--- config.mk ---
export PLATFORM = sky130hd
export DESIGN_NAME = fetch_unit
export DESIGN_NICKNAME = d
export VERILOG_FILES = /design/src/rtl/fetch_unit.sv
export SDC_FILE = /design/constraint.sdc
export NUM_CORES = 1
export LEC_CHECK = 0
export CAP_MARGIN = 25
export CORE_ASPECT_RATIO = 0.9
export CORE_UTILIZATION = 59
export CTS_CLUSTER_DIAMETER = 200
export DETAILED_ROUTE_END_ITERATION = 8
export GPL_TIMING_DRIVEN = 0
export PLACE_DENSITY_LB_ADDON = 0.12
export SLEW_MARGIN = 20
export SYNTH_ARGS = -nofsm -noshare
export SYNTH_HDL_FRONTEND = slang
export SYNTH_SLANG_ARGS = --single-unit
--- constraint.sdc ---
create_clock -name i_clk -period 10.7 [get_ports i_clk]
set_clock_uncertainty 0.15 [all_clocks]
set_input_delay 2.675 -clock i_clk [delete_from_list [all_inputs] [get_ports i_clk]]
set_output_delay 2.675 -clock i_clk [all_outputs]
set_load 0.01 [all_outputs]
--- src/rtl/fetch_unit.sv ---
// Instruction fetch stage: sequential word fetch over a req/ack port into a
// prefetch queue of {pc, instr}, with flush/re-steer on redirect.
module fetch_unit #(
    parameter logic [31:0] INIT_PC = 32'h10000000,
    parameter int          DEPTH   = 4
) (
    input  logic        i_clk,
    input  logic        i_rst,
    output logic        o_imem_req,
    output logic [31:0] o_imem_addr,
    input  logic        i_imem_ack,
    input  logic [31:0] i_imem_data,
    input  logic        i_redirect,
    input  logic [31:0] i_redirect_pc,
    output logic        o_valid,
    output logic [31:0] o_instr,
    output logic [31:0] o_pc,
    input  logic        i_ready
);
    localparam int PW = $clog2(DEPTH);
    localparam logic [PW:0] FULL = DEPTH[PW:0];

    typedef struct packed {
        logic [31:0] pc;
        logic [31:0] instr;
    } entry_t;

    typedef enum logic {RUN, DISCARD} state_t;

    entry_t        q_mem [DEPTH];
    logic [PW-1:0] rd_ptr, wr_ptr;
    logic [PW:0]   count;
    logic [31:0]   fetch_pc, req_addr;
    logic          busy;
    state_t        state, state_nxt;
    logic          ack, push, pop, can_start;

    assign can_start = (count < FULL);
    assign ack       = i_imem_ack && o_imem_req;
    assign push      = ack && (state == RUN) && !i_redirect;
    assign pop       = o_valid && i_ready && !i_redirect;

    assign o_valid = !i_rst && (count != '0);
    assign o_pc    = q_mem[rd_ptr].pc;
    assign o_instr = q_mem[rd_ptr].instr;

    // State register
    always_ff @(posedge i_clk) begin
        if (i_rst) state <= RUN;
        else       state <= state_nxt;
    end

    // Next state: a redirect that finds an un-acked request in flight must
    // wait out that stale response before fetching from the new PC.
    always_comb begin
        state_nxt = state;
        case (state)
            RUN:     if (i_redirect && o_imem_req && !i_imem_ack) state_nxt = DISCARD;
            DISCARD: if (i_imem_ack) state_nxt = RUN;
            default: state_nxt = RUN;
        endcase
    end

    // Outputs: request is driven from registered state only (busy, count);
    // a held request keeps its captured address.
    always_comb begin
        o_imem_req  = !i_rst && (busy || (state == DISCARD) || can_start);
        o_imem_addr = busy ? req_addr : fetch_pc;
    end

    always_ff @(posedge i_clk) begin
        if (i_rst) begin
            fetch_pc <= INIT_PC & ~32'h3;
            req_addr <= INIT_PC & ~32'h3;
            busy     <= 1'b0;
            rd_ptr   <= '0;
            wr_ptr   <= '0;
            count    <= '0;
        end else begin
            busy     <= o_imem_req && !i_imem_ack;
            req_addr <= o_imem_addr;
            if (i_redirect) begin
                fetch_pc <= i_redirect_pc & ~32'h3;
                rd_ptr   <= '0;
                wr_ptr   <= '0;
                count    <= '0;
            end else begin
                if (push) begin
                    fetch_pc <= fetch_pc + 32'd4;
                    wr_ptr   <= wr_ptr + 1'b1;
                end
                if (pop) rd_ptr <= rd_ptr + 1'b1;
                case ({push, pop})
                    2'b10:   count <= count + 1'b1;
                    2'b01:   count <= count - 1'b1;
                    default: count <= count;
                endcase
            end
        end
    end

    // Queue storage carries no reset; count gates visibility.
    always_ff @(posedge i_clk) begin
        if (!i_rst && push) q_mem[wr_ptr] <= '{pc: o_imem_addr, instr: i_imem_data};
    end
endmodule

==> flow_summary.yaml <==
cts:
  h-tree-depth: 1
  cts_tree: "built"
  cts_buffer_depth: 3
  post_cts_resized: 0
  cts_made_buffers: 31
  root_buffer: "clkbuf_16"
  holdBufCountCts: 0
  post_cts_buffers: 0
  clkLatencyLatePin_ns: 0.56
  clock_sinks: 329
  clk_pin_slew_ns: 0.06
detailed_routing:
  drc: 0
  first_iter_violations: 486
  vias: 7291
  wl_per_cell_um: 21.7
  drtPass1Iterations: 5
  finalWirelength_um: 26800
  via_per_inst: 5.90
  drtAntennaViolNets: 0
grt:
  grt_pass1_wl_um: 41300
  grt-ovfl-total: 0
  grt_pass1_vias: 7454
  grt_antenna_before_repair: 0
  grt_max_degree: 44
  gr-usage-all-layers: 0.248
logic_synthesis:
  yosys_warnings: 0
  async_flop_share: 0
  synth_area_per_cell_um2: 17.6
  synthesis.instances: 723
  yosysSeqAreaShare: 0.718
  synthFlopType: "edfxtp_1"
  synth_edf_count: 256
  synthDistinctLibCells: 45
  ys_ff_latch: 329
  syn_nets: 799
  synth_area_um2: 12700
timing:
  final.setup.tns_ns: 0
  fmax_ghz: 0.140
  worst_pin_slew_ns: 0.887
  rsz0062_at_grt: "false"
  slew_viol_final: 0
  holdWs_ns: 0.385
  slew_headroom: 0.409
  final_hold_viol_count: 0
  fin_crit_sh: 0.666
  setup_viol: 0
  layout_min_cycle_time_ns: 7.12
floorplan:
  fp.dieW_um: 157
  ios: 167
  die_h_um: 141
  core_um2: 21000
  initial_utilization: 0.608
  row_count: 50
  die-area_um2: 22200
setup_path:
  crit_path_max_fanout: 10
  path_cells: "buf_6 -> clkbuf_1 -> buf_1 -> nor2_1 -> clkdlybuf4s50_1"
  crit_buf_inv: 4
  crit_slowest_cell: "clkdlybuf4s50_1"
  path_delay_family: "buffers and inverters"
  cp-start-kind: "input pin"
  cp_data_required_time_ns: 7.88
  end_kind: "primary output"
  max_stage_delay_ns: 0.51
  critical_path_class: "in2out"
  worstPathArrival_ns: 4.30
min_path:
  min_path_type: "reg2reg"
cells_and_area:
  diodes: 0
  stdcell_count: 1235
  fin_nets: 1000
  drive_above_1_share: 0.164
  areaGrowthSynthToFinish_pct: 24.4
  finalInstanceArea_um2: 15900
pwr:
  total_power_mw: 2.62
  clkPwrFrac: 0.402
  ir_drop_v: 0.000143
  internal_power_mw: 2.07
  power_density_nw_per_um2: 165
  p_leak_nw: 5.06
  combPwrFrac: 0.057
  pwr-share-seq: 0.541
  p_switching_mw: 0.544
  switching_share: 0.208
placed_design:
  port_buffers: 163
  dp_cells: 1176
  gp_congestion: 0.888
  placed_area_um2: 14900
  place.detailed.hpwl_um: 17600
flow_run:
  maxCapViolations: 0
outcome:
  status: "complete, no violations"
## cells in the final DEF (no fill, tap or decap), types with 20 or more instances in the layout
| master | netlist | final |
|---|---|---|
| and2_1 | 41 | 37 |
| clkbuf_1 | 25 | 32 |
| clkbuf_16 | 0 | 31 |
| clkdlybuf4s50_1 | 0 | 163 |
| dfxtp_1 | 73 | 73 |
| edfxtp_1 | 256 | 256 |
| mux2_2 | 29 | 29 |
| mux4_2 | 64 | 64 |
| nand2_1 | 20 | 20 |
| nor2_1 | 36 | 36 |
## power groups by stage
stage               registers, mW  clock network [mW]  logic, mW
floorplan                    1.44                   0     0.0678
global placement             1.44                   0      0.143
detailed placement           1.44                   0      0.149
CTS                          1.42                1.07      0.150
global route                 1.42                1.11      0.161
finish                       1.42                1.05      0.150
## layer usage
layer | GRT usage | up-vias | wire, µm
met5 | 0 | - | 0
met4 | 0.0728 | 0 | 762
met3 | 0.0315 | 49 | 1330
met2 | 0.414 | 237 | 13200
met1 | 0.346 | 3724 | 11500
li1 | - | 3281 | -
## state kept, by name, indices dropped and copies added, names as in the netlist, named ones only
signal and cells:
wr_ptr 2, fetch_pc 30, q_mem 256, state 1, count 3, busy 1, rd_ptr 2, req_addr 32
## layout make-up
cell class	instances	area, µm²
inverter	12	45.0
clock buffer	43	871
sequential	329	9150
timing repair buffer	168	1750
clock inverter	15	121
tap	286	358
buffer	40	160
multi-input combinational	342	3400
fill	1243	5100
## path summary, 6_finish.rpt
check                     from           end  slack, ns  depth (start not counted)
setup / recovery         i_rst    o_imem_req       3.58                          5
hold / removal    fetch_pc[31]  fetch_pc[31]       0.39                          2
setup reg to reg          busy      count[2]       7.94                         10
hold reg to reg   fetch_pc[31]  fetch_pc[31]       0.39                          2
## cell families after synthesis
group	after synthesis	synth area share
buffers and inverters	52	0.0161
muxes	95	0.140
xor gates and xnor gates	12	0.00825
adders and majority gates	7	0.00746
DFF	329	0.718
and+or+nand+nor	169	0.0766
AOI/OAI and AO/OA	59	0.0336
## stage by stage
stage / utilization / setup WS (ns)
final: 0.756 / 3.58
after global routing: 0.756 / 3.48
after CTS: 0.756 / 3.58
after detailed placement: 0.709 / 3.59
after global placement: 0.703 / 3.46
after floorplan: - / 4.43
## cell usage after synthesis, drive strengths merged, types with 3 or more instances
cell type    n  area [µm²]
or3          6        37.5
nor3b        4        30.0
or4          9        67.6
a211oi       8        60.1
a2111oi      3        27.5
nor4b        4        35.0
dfxtp       73        1460
xnor2        7        61.3
and4         4        35.0
nand2b       5        31.3
nand2       20        75.1
ha           6        75.1
a311oi      12         105
nand4       13        81.3
nor2        36         135
xor2         5        43.8
and2        41         257
mux2        29         327
and3         5        31.3
nor4         7        43.8
inv         12        45.0
mux4        64        1440
o31ai        8        60.1
edfxtp     256        7690
buf         15        66.3
nor3         8        40.0
o21ai       13        65.1
clkbuf      25        93.8
a21oi        5        25.0
o31a         3        26.3
## worst register-to-register path: cells and delay by family (launching register included)
| family | cells | cell delay, ns |
|---|---|---|
| compound gates | 1 | 0.17 |
| xor+xnor | 1 | 0.07 |
| fa+ha+maj | 2 | 0.44 |
| buf+inv | 3 | 0.41 |
| flops | 1 | 0.32 |
| simple gates | 3 | 1.12 |
Note: power is estimated with default switching activity, not from simulation.
